### config.mk
export PLATFORM = sky130hd
export DESIGN_NAME = serial_negate_mc
export DESIGN_NICKNAME = d
export VERILOG_FILES = /design/src/rtl/serial_negate_mc_pkg.sv /design/src/rtl/serial_negate_mc_lane.sv /design/src/rtl/serial_negate_mc.sv
export SDC_FILE = /design/constraint.sdc
export NUM_CORES = 1
export LEC_CHECK = 0
export BUFFER_PORTS_ARGS = -buffer_cell sky130_fd_sc_hd__clkbuf_2
export CORE_MARGIN = 2
export CORE_UTILIZATION = 50
export DETAILED_ROUTE_END_ITERATION = 12
export PLACE_DENSITY = 0.75
export SLEW_MARGIN = 20
export SYNTH_ARGS = -nofsm -noshare
export SYNTH_HDL_FRONTEND = slang
export SYNTH_HIERARCHICAL = 1
export SYNTH_SLANG_ARGS = --single-unit
### constraint.sdc
create_clock -name t_clk -period 1.6 [get_ports t_clk]
set_clock_uncertainty 0.05 [all_clocks]
set_input_delay 0.24 -clock t_clk [delete_from_list [all_inputs] [get_ports t_clk]]
set_output_delay 0.24 -clock t_clk [all_outputs]
set_load 0.01 [all_outputs]
### src/rtl/serial_negate_mc_pkg.sv
// Shared constants and framing state type for the multi-lane serial negator.
package serial_negate_mc_pkg;
  localparam int CH_DEF = 4;
  localparam int W_DEF  = 8;

  typedef enum logic {
    IDLE = 1'b0,
    RUN  = 1'b1
  } state_t;
endpackage

### src/rtl/serial_negate_mc_lane.sv
// One serial lane: LSB-first two's-complement negate (copy through first 1, invert after).
module serial_negate_lane
  import serial_negate_mc_pkg::*;
(
  input  logic t_clk,
  input  logic r_n,
  input  logic proc_i,
  input  logic first_i,
  input  logic last_i,
  input  logic bit_i,
  input  logic neg_en_i,
  output logic y_o,
  output logic ovf_o
);

  logic seen_q, seen_d;
  logic neg_q, neg_d;
  logic y_q, y_d;
  logic ovf_q, ovf_d;
  logic neg_eff, seen_eff;

  // On bit 0 the fresh enable applies and the history is empty.
  always_comb begin
    neg_eff  = first_i ? neg_en_i : neg_q;
    seen_eff = first_i ? 1'b0 : seen_q;
    seen_d   = seen_q;
    neg_d    = neg_q;
    y_d      = 1'b0;
    ovf_d    = 1'b0;
    if (proc_i) begin
      seen_d = seen_eff | bit_i;
      neg_d  = neg_eff;
      y_d    = bit_i ^ (neg_eff & seen_eff);
      ovf_d  = last_i & neg_eff & bit_i & ~seen_eff;
    end
  end

  always_ff @(posedge t_clk or negedge r_n) begin
    if (!r_n) begin
      seen_q <= 1'b0;
      neg_q  <= 1'b0;
      y_q    <= 1'b0;
      ovf_q  <= 1'b0;
    end else begin
      seen_q <= seen_d;
      neg_q  <= neg_d;
      y_q    <= y_d;
      ovf_q  <= ovf_d;
    end
  end

  assign y_o   = y_q;
  assign ovf_o = ovf_q;

endmodule

### src/rtl/serial_negate_mc.sv
// Multi-lane serial two's-complement negator with shared sof framing and 1-cycle latency.
module serial_negate_mc
  import serial_negate_mc_pkg::*;
#(
  parameter int CH = CH_DEF,
  parameter int W  = W_DEF
) (
  input  logic          t_clk,
  input  logic          r_n,
  input  logic          in_valid,
  input  logic          sof,
  input  logic [CH-1:0] i,
  input  logic [CH-1:0] neg_en,
  output logic [CH-1:0] y,
  output logic          out_valid,
  output logic          out_sof,
  output logic          out_eow,
  output logic [CH-1:0] ovf,
  output logic          frame_err
);

  localparam int CW = (W > 1) ? $clog2(W) : 1;

  state_t        state_q, state_d;
  logic [CW-1:0] cnt_q, cnt_d;
  logic          first, proc, last, abort;
  logic          vld_q, sof_q, eow_q, ferr_q;

  always_comb begin
    first   = in_valid & sof;
    proc    = first | (in_valid & (state_q == RUN));
    last    = proc & ~first & (cnt_q == CW'(W - 1));
    abort   = first & (state_q == RUN);
    state_d = state_q;
    cnt_d   = cnt_q;
    if (first) begin
      state_d = RUN;
      cnt_d   = CW'(1);
    end else if (proc) begin
      if (last) begin
        state_d = IDLE;
        cnt_d   = '0;
      end else begin
        cnt_d = cnt_q + CW'(1);
      end
    end
  end

  always_ff @(posedge t_clk or negedge r_n) begin
    if (!r_n) begin
      state_q <= IDLE;
      cnt_q   <= '0;
      vld_q   <= 1'b0;
      sof_q   <= 1'b0;
      eow_q   <= 1'b0;
      ferr_q  <= 1'b0;
    end else begin
      state_q <= state_d;
      cnt_q   <= cnt_d;
      vld_q   <= proc;
      sof_q   <= first;
      eow_q   <= last;
      ferr_q  <= abort;
    end
  end

  for (genvar c = 0; c < CH; c++) begin : g_lane
    serial_negate_lane u_lane (
      .t_clk   (t_clk),
      .r_n     (r_n),
      .proc_i  (proc),
      .first_i (first),
      .last_i  (last),
      .bit_i   (i[c]),
      .neg_en_i(neg_en[c]),
      .y_o     (y[c]),
      .ovf_o   (ovf[c])
    );
  end

  assign out_valid = vld_q;
  assign out_sof   = sof_q;
  assign out_eow   = eow_q;
  assign frame_err = ferr_q;

endmodule

==> metrics.txt, run 1 <==
# TYPE chip_impl_metric gauge
chip_impl_metric{name="ctsLongestPathBuffers",unit=""} 2
chip_impl_metric{name="place_hpwl",unit="um"} 1320
chip_impl_metric{name="grt_residual_overflow",unit=""} 0
chip_impl_metric{name="start_util",unit="%"} 53.1
chip_impl_metric{name="finalNetCount",unit=""} 133
chip_impl_info{name="rsz0062_at_grt",value="false"} 1
chip_impl_metric{name="syn_to_final_growth",unit="%"} 23.2
chip_impl_metric{name="clock-sinks",unit=""} 24
chip_impl_metric{name="totalPowerFinal",unit="mW"} 1.40
chip_impl_metric{name="route.final.wire_length",unit="um"} 1800
chip_impl_metric{name="antenna_found_initial",unit=""} 0
chip_impl_metric{name="vias_per_cell",unit=""} 5.24
chip_impl_info{name="clockRootBuffer",value="sky130_fd_sc_hd__clkbuf_4"} 1
chip_impl_info{name="worst-setup-path-type",value="register to register"} 1
chip_impl_metric{name="tns",unit="ns"} 0
chip_impl_metric{name="max_slew_margin",unit="%"} 61.4
chip_impl_info{name="hold_path_class",value="input pin to register"} 1
chip_impl_metric{name="timing.final.crit_share",unit="%"} 91.0
chip_impl_info{name="crit_path_cell_trace",value="ha_1, ha_1, nor3b_1, buf_4, nand3_1, a21oi_1"} 1
chip_impl_metric{name="power.density_cell_area",unit="nW/um^2"} 1090
chip_impl_metric{name="final_layout_size_suffix_gt1_share",unit="%"} 33.1
chip_impl_metric{name="seq_power_share",unit="%"} 51.5
chip_impl_metric{name="tritoncts.num_buffers",unit=""} 3
chip_impl_metric{name="dr.first_iter.drc_count",unit=""} 21
chip_impl_metric{name="power.clock.fraction",unit="%"} 30.6
chip_impl_metric{name="grt_overall_usage",unit="%"} 16.6
chip_impl_metric{name="htreeDepth",unit=""} 1
chip_impl_metric{name="synth_fp_nets",unit=""} 100
chip_impl_metric{name="die_area",unit="um^2"} 2470
chip_impl_metric{name="port_buffer_cells",unit=""} 23
chip_impl_metric{name="synth-seq-cells",unit=""} 24
chip_impl_metric{name="switching_share",unit="%"} 24.2
chip_impl_metric{name="antenna_violating_nets_post_route",unit=""} 0
chip_impl_metric{name="antenna_fix_cells",unit=""} 0
chip_impl_metric{name="cp_data_arrival_time",unit="ns"} 1.64
chip_impl_metric{name="rr_worst_depth",unit=""} 6
chip_impl_metric{name="report.final.slew_viol_count",unit=""} 0
chip_impl_metric{name="timing_worst_slew_pin_value",unit="ns"} 0.579
chip_impl_metric{name="place_congestion",unit=""} 0.773
chip_impl_info{name="top_layer_in_use",value="met4"} 1
chip_impl_metric{name="pwr-share-comb",unit="%"} 17.9
chip_impl_metric{name="grt_pass1_wl",unit="um"} 3180
chip_impl_info{name="critical_path.most_common_cell",value="sky130_fd_sc_hd__ha_1"} 1
chip_impl_metric{name="synth-warning-count",unit=""} 6
chip_impl_info{name="outcome",value="finished clean"} 1
chip_impl_metric{name="placement_rows",unit=""} 16
chip_impl_metric{name="fmax",unit="GHz"} 0.687
chip_impl_metric{name="numPlacedInstances",unit=""} 140
chip_impl_metric{name="p_leak",unit="nW"} 0.628
chip_impl_metric{name="first_global_vias",unit=""} 739
chip_impl_metric{name="die_width",unit="um"} 49.7
chip_impl_info{name="worstSetupEndpointType",value="register"} 1
chip_impl_metric{name="drc",unit=""} 0
chip_impl_metric{name="die_h",unit="um"} 49.7
chip_impl_metric{name="slowest_delay",unit="ns"} 0.40
chip_impl_metric{name="peakVddDrop",unit="mV"} 0.695
chip_impl_metric{name="clock_slew_at_reported_path_ffs",unit="ns"} 0.13
chip_impl_metric{name="seq_area_frac_synth",unit="%"} 57.6
chip_impl_metric{name="timing.final.hold_violations",unit=""} 0
chip_impl_info{name="crit_slowest_cell",value="sky130_fd_sc_hd__dfrtp_1"} 1
chip_impl_metric{name="worst_skew_pair.late_latency",unit="ns"} 0.30
chip_impl_metric{name="mean_syn_cell_area",unit="um^2"} 12.1
chip_impl_metric{name="post_dr_wirelength_cell",unit="um"} 12.4
chip_impl_metric{name="core-area",unit="um^2"} 1960
chip_impl_metric{name="finish.cell_count_without_fillers",unit=""} 145
chip_impl_metric{name="syn-cell-area",unit="um^2"} 1040
chip_impl_metric{name="worstPathRequired",unit="ns"} 1.79
chip_impl_metric{name="routed-via-count",unit=""} 760
chip_impl_metric{name="synthCells",unit=""} 86
chip_impl_metric{name="grt_max_degree",unit=""} 25
chip_impl_info{name="clock_tree_from_tritoncts",value="done"} 1
chip_impl_metric{name="drtPass1Iterations",unit=""} 3
chip_impl_metric{name="wl_met3",unit="um"} 67
chip_impl_metric{name="pin_count",unit=""} 24
chip_impl_metric{name="max_cap_violations",unit=""} 0
chip_impl_info{name="critPathLaunchType",value="register"} 1
chip_impl_metric{name="met2_wl",unit="um"} 918
chip_impl_metric{name="internal_power",unit="mW"} 1.06
chip_impl_metric{name="period_minus_slack",unit="ns"} 1.46
chip_impl_metric{name="worstHoldPathCells",unit=""} 3
chip_impl_metric{name="postCtsResizedCells",unit=""} 0
chip_impl_metric{name="yosys.cell_types.count",unit=""} 22
chip_impl_metric{name="least_setup_slack_across_all_paths_after_layout",unit="ns"} 0.145
chip_impl_metric{name="met1_length",unit="um"} 808
chip_impl_metric{name="preCtsSetupSlack",unit="ns"} 0.175
chip_impl_metric{name="p_switching",unit="mW"} 0.339
chip_impl_metric{name="final-setup-viol-count",unit=""} 0
chip_impl_metric{name="crit_path_max_fanout",unit=""} 5
[state kept, by name, indices dropped and copies added, names as in the netlist]
name,flops
g_lane.u_lane/neg_q,4
state_q,1
g_lane.u_lane/y_o,4
out_eow,1
frame_err,1
g_lane.u_lane/seen_q,4
cnt_q,3
g_lane.u_lane/ovf_o,4
out_valid,1
out_sof,1
[power groups by stage]
stage | registers, mW | logic [mW] | clock network (mW)
final | 0.722 | 0.252 | 0.429
after global routing | 0.733 | 0.282 | 0.465
after CTS | 0.722 | 0.257 | 0.438
after detailed placement | 0.735 | 0.251 | 0
after global placement | 0.731 | 0.247 | 0
after floorplan | 0.737 | 0.152 | 0
[worst paths after layout]
kind                                        startpoint                 endpoint  slack [ns]
worst max-delay path                          cnt_q[0]   g_lane[1].u_lane/ovf_o        0.14
worst min-delay path                         neg_en[3]   g_lane[3].u_lane/ovf_o        0.09
worst max register to register                cnt_q[0]   g_lane[1].u_lane/ovf_o        0.14
worst min register to register  g_lane[1].u_lane/neg_q   g_lane[1].u_lane/neg_q        0.49
max in group asynchronous                          r_n  g_lane[2].u_lane/seen_q        0.73
min in group asynchronous                          r_n     g_lane[2].u_lane/y_o        0.39
[cell type report]
cell class	count	area, um^2
Clock buffer	3	22.5
Clock inverter	1	30.0
Fill cell	180	678
Inverter	2	7.51
Multi-Input combinational cell	60	434
Sequential cell	24	601
Tap cell	27	33.8
Timing Repair Buffer	28	155
[metal layers]
layer  vias up  track usage [%]
li1        372                -
met1       371             21.6
met2        15             28.4
met3         2             3.94
met4         0             2.78
met5         -                0
[through the flow]
stage | area, um^2 | hold slack, ns | util [%]
6_report | 1280 | 0.0943 | 65.4
5_1_grt | 1280 | 0.0864 | 65.4
4_1_cts | 1280 | 0.0849 | 65.4
3_5_place_dp | 1220 | 0.223 | 62.2
3_3_place_gp | 1220 | 0.216 | 62.2
2_1_floorplan | 1040 | -0.106 | -
[critical path: cells and delay by family, from the launching register on]
kind | cells | cell delay [ns]
simple gates | 2 | 0.27
buf+inv | 1 | 0.17
fa+ha+maj | 2 | 0.36
compound gates | 1 | 0.14
flops | 1 | 0.40
[synth_stat cells, drive strengths merged]
master | count | area share (%)
nand3b | 4 | 2.9
nand2 | 14 | 5.3
and4bb | 1 | 1.2
and3 | 1 | 0.72
a22o | 4 | 3.4
nand3 | 5 | 2.4
o32ai | 1 | 1.6
a21oi | 4 | 1.9
or3b | 5 | 4.2
inv | 2 | 0.72
o21a | 1 | 0.72
mux2i | 4 | 3.8
and2 | 1 | 0.72
nor3b | 1 | 0.72
a211o | 1 | 0.84
dfrtp | 24 | 58
mux2 | 4 | 4.3
nand2b | 5 | 3.0
o221ai | 1 | 0.84
ha | 2 | 2.4
a21o | 1 | 0.72
[repair_timing]
item                                   CTS  global route
buffers inserted                         0             0
endpoints found under the hold margin   24             0
hold buffers                             1             0
[logic make-up (layout without fill, tap and decap cells)]
kind of cell	Yosys count	in the layout	share of synthesized area [%]
simple gates	37	37	21.1
flops	24	24	57.6
compound gates	13	13	9.96
mux	8	8	8.16
fa+ha+maj	2	2	2.40
buf+inv	2	34	0.721
[cells in the final DEF, fill, tap and decap left out, types with 2 or more instances in the layout]
master and count:
sky130_fd_sc_hd__or3b_1 5, sky130_fd_sc_hd__ha_1 2, sky130_fd_sc_hd__clkbuf_2 23, sky130_fd_sc_hd__dfrtp_1 24
sky130_fd_sc_hd__nand2_1 13, sky130_fd_sc_hd__a21oi_1 4, sky130_fd_sc_hd__mux2_2 4, sky130_fd_sc_hd__nand3_1 5
sky130_fd_sc_hd__a22o_1 4, sky130_fd_sc_hd__nand2b_1 5, sky130_fd_sc_hd__buf_4 4, sky130_fd_sc_hd__mux2i_1 4
sky130_fd_sc_hd__clkbuf_4 3, sky130_fd_sc_hd__nand3b_1 4, sky130_fd_sc_hd__inv_1 2
Power figures use the tool's default switching activity.
==> run 2: changes to the inputs <==
--- a/config.mk
+++ b/config.mk
@@ -7,9 +7,9 @@
 export LEC_CHECK = 0
 export BUFFER_PORTS_ARGS = -buffer_cell sky130_fd_sc_hd__clkbuf_2
 export CORE_MARGIN = 2
-export CORE_UTILIZATION = 50
+export CORE_UTILIZATION = 44
 export DETAILED_ROUTE_END_ITERATION = 12
-export PLACE_DENSITY = 0.75
+export PLACE_DENSITY = 0.67
 export SLEW_MARGIN = 20
 export SYNTH_ARGS = -nofsm -noshare
 export SYNTH_HDL_FRONTEND = slang
==> run 2 against run 1 <==
  * Sequential power about the same
  * Non-clock buffer count increased by 1
  * Setup slack better by 0.049 ns
  * Critical path depth is the same
  * Register-to-register slack improved by 0.05 ns
  * Combinational power about the same
  * Critical endpoint is now g_lane[0].u_lane/ovf_o
==> metrics.txt, run 2 (same netlist as run 1, synthesis figures left out) <==
# TYPE chip_impl_metric gauge
chip_impl_info{name="outcome",value="finished clean"} 1
chip_impl_metric{name="finalNetCount",unit=""} 134
chip_impl_metric{name="timing.final.hold_violations",unit=""} 0
chip_impl_metric{name="period_minus_slack",unit="ns"} 1.41
chip_impl_metric{name="timing.final.crit_share",unit="%"} 87.9
chip_impl_metric{name="grt_pass1_wl",unit="um"} 2820
chip_impl_metric{name="start_util",unit="%"} 46.7
chip_impl_metric{name="fin_area",unit="um^2"} 1280
chip_impl_metric{name="clock_slew_at_reported_path_ffs",unit="ns"} 0.12
chip_impl_info{name="clock_tree_from_tritoncts",value="done"} 1
chip_impl_metric{name="htreeDepth",unit=""} 1
chip_impl_metric{name="clock-sinks",unit=""} 24
chip_impl_metric{name="critical_path.n_buffers_inverters",unit=""} 1
chip_impl_metric{name="antenna_violating_nets_post_route",unit=""} 0
chip_impl_metric{name="finish.utilization",unit="%"} 57.4
chip_impl_metric{name="place_hpwl",unit="um"} 1330
chip_impl_metric{name="placement_rows",unit=""} 17
chip_impl_metric{name="p_leak",unit="nW"} 0.627
chip_impl_metric{name="route.final.wire_length",unit="um"} 1860
chip_impl_metric{name="drtPass1Iterations",unit=""} 4
chip_impl_metric{name="pin_count",unit=""} 24
chip_impl_metric{name="timing_worst_slew_pin_value",unit="ns"} 0.576
chip_impl_metric{name="cp_data_arrival_time",unit="ns"} 1.57
chip_impl_metric{name="grt_residual_overflow",unit=""} 0
chip_impl_metric{name="ctsLongestPathBuffers",unit=""} 2
chip_impl_metric{name="final_layout_size_suffix_gt1_share",unit="%"} 34.5
chip_impl_metric{name="report.final.slew_viol_count",unit=""} 0
chip_impl_metric{name="postPlaceCellArea",unit="um^2"} 1230
chip_impl_metric{name="port_buffer_cells",unit=""} 23
chip_impl_metric{name="core-area",unit="um^2"} 2230
chip_impl_info{name="critical_path.most_common_cell",value="sky130_fd_sc_hd__ha_1"} 1
chip_impl_metric{name="antenna_fix_cells",unit=""} 0
chip_impl_metric{name="max_slew_margin",unit="%"} 61.6
chip_impl_info{name="clockRootBuffer",value="sky130_fd_sc_hd__clkbuf_4"} 1
chip_impl_metric{name="nFillCells",unit=""} 204
chip_impl_metric{name="place_congestion",unit=""} 0.736
chip_impl_metric{name="die_h",unit="um"} 52.7
chip_impl_metric{name="power.density_cell_area",unit="nW/um^2"} 1000
chip_impl_metric{name="multi_input_area",unit="um^2"} 439
chip_impl_info{name="highest_count_cells_in_the_layout_ignoring_fill_and_taps",value="sky130_fd_sc_hd__dfrtp_1 (24), sky130_fd_sc_hd__clkbuf_2 (23), sky130_fd_sc_hd__nand2_1 (13)"} 1
chip_impl_metric{name="finish.cell_count_without_fillers",unit=""} 147
chip_impl_metric{name="final-seq-area",unit="um^2"} 601
chip_impl_metric{name="crit_path_max_fanout",unit=""} 4
chip_impl_info{name="most_common_cell_after_layout_fill_and_taps_aside",value="sky130_fd_sc_hd__dfrtp_1"} 1
chip_impl_info{name="worst-setup-path-type",value="register to register"} 1
chip_impl_metric{name="tns",unit="ns"} 0
chip_impl_metric{name="die_area",unit="um^2"} 2770
chip_impl_metric{name="final-setup-viol-count",unit=""} 0
chip_impl_metric{name="grt_max_degree",unit=""} 25
chip_impl_metric{name="die_width",unit="um"} 52.7
chip_impl_info{name="crit_slowest_cell",value="sky130_fd_sc_hd__dfrtp_1"} 1
chip_impl_metric{name="grt_overall_usage",unit="%"} 14.3
chip_impl_info{name="crit_path_cell_trace",value="ha_1, ha_1, nor3b_2, buf_4, nand3_1, a21oi_1"} 1
chip_impl_metric{name="dr.first_iter.drc_count",unit=""} 15
chip_impl_metric{name="antenna_found_initial",unit=""} 0
chip_impl_metric{name="slowest_delay",unit="ns"} 0.42
chip_impl_metric{name="syn_to_final_growth",unit="%"} 22.9
chip_impl_info{name="hold_path_class",value="input pin to register"} 1
chip_impl_metric{name="numPlacedInstances",unit=""} 142
chip_impl_metric{name="fmax",unit="GHz"} 0.711
chip_impl_metric{name="worstPathRequired",unit="ns"} 1.76
chip_impl_info{name="critical-path-top-delay-family",value="flip-flops"} 1
chip_impl_metric{name="post_dr_wirelength_cell",unit="um"} 12.6
chip_impl_metric{name="peakVddDrop",unit="mV"} 0.750
chip_impl_metric{name="routed-via-count",unit=""} 755
chip_impl_info{name="rsz0062_at_grt",value="false"} 1
chip_impl_info{name="worstSetupEndpointType",value="register"} 1
chip_impl_metric{name="worst_skew_pair.late_latency",unit="ns"} 0.31
chip_impl_metric{name="tritoncts.num_buffers",unit=""} 3
chip_impl_metric{name="max_cap_violations",unit=""} 0
chip_impl_metric{name="drc",unit=""} 0
chip_impl_metric{name="first_global_vias",unit=""} 625
chip_impl_metric{name="vias_per_cell",unit=""} 5.14
chip_impl_info{name="critPathLaunchType",value="register"} 1
chip_impl_metric{name="buffers_inserted_by_post_cts_timing_repair",unit=""} 0
## run 2: cell types whose count changed in the layout (fill, tap and decap cells not counted)
cell | previous run | this run
sky130_fd_sc_hd__nor3b_2 | 0 | 1
sky130_fd_sc_hd__nor3b_1 | 1 | 0
sky130_fd_sc_hd__clkbuf_8 | 0 | 1
sky130_fd_sc_hd__bufinv_16 | 1 | 0
sky130_fd_sc_hd__buf_4 | 4 | 5
## run 2: layer usage
metal  part of all wire [%]  vias up  track usage (%)  wire (um)
li1                       -      375                -          -
met1                     47      358             18.1        870
met2                     49       18             23.1        901
met3                    3.3        4             3.43         61
met4                    1.2        0             6.41         22
met5                      0        -                0          0
## run 2: worst register-to-register path, cell delays in order (launching register included)
cell,delay [ns]
sky130_fd_sc_hd__dfrtp_1,0.42
sky130_fd_sc_hd__ha_1,0.21
sky130_fd_sc_hd__ha_1,0.21
sky130_fd_sc_hd__nor3b_2,0.17
sky130_fd_sc_hd__buf_4,0.14
sky130_fd_sc_hd__nand3_1,0.07
sky130_fd_sc_hd__a21oi_1,0.05
## run 2: what timing repair did
action / 4_1_cts / 5_1_grt
hold buffers: 1 / 0
endpoints found under the setup margin: 0 / 4
hold endpoints to repair: 24 / 0
resized for setup: 0 / 1
## run 2: final timing paths
kind | startpoint | end | slack [ns] | cells after the start
max in group asynchronous | r_n | out_eow | 0.74 | 2
min | neg_en[1] | g_lane[1].u_lane/ovf_o | 0.09 | 3
min reg2reg | g_lane[3].u_lane/seen_q | g_lane[3].u_lane/seen_q | 0.49 | 1
max | cnt_q[0] | g_lane[0].u_lane/ovf_o | 0.19 | 6
min in group asynchronous | r_n | g_lane[2].u_lane/neg_q | 0.39 | 2
max reg2reg | cnt_q[0] | g_lane[0].u_lane/ovf_o | 0.19 | 6
## run 2: through the flow
stage	power (mW)	worst slack, ns	hold slack, ns
after floorplan	0.890	0.140	-0.106
after global routing	1.37	0.0271	0.0911
final	1.28	0.194	0.0941
after detailed placement	0.984	0.121	0.216
after CTS	1.31	0.0819	0.0770
after global placement	0.977	0.186	0.218
## run 2: cell type report
type | count | share of cell area, %
Tap cell | 28 | 2.73
Inverter | 2 | 0.586
Sequential cell | 24 | 46.9
Timing Repair Buffer | 29 | 12.7
Multi-Input combinational cell | 60 | 34.3
Clock buffer | 4 | 2.83
## run 2: power by group
group          internal (mW)  switching, mW
sequential             0.680         0.0420
clock                  0.139          0.171
combinational          0.130          0.121
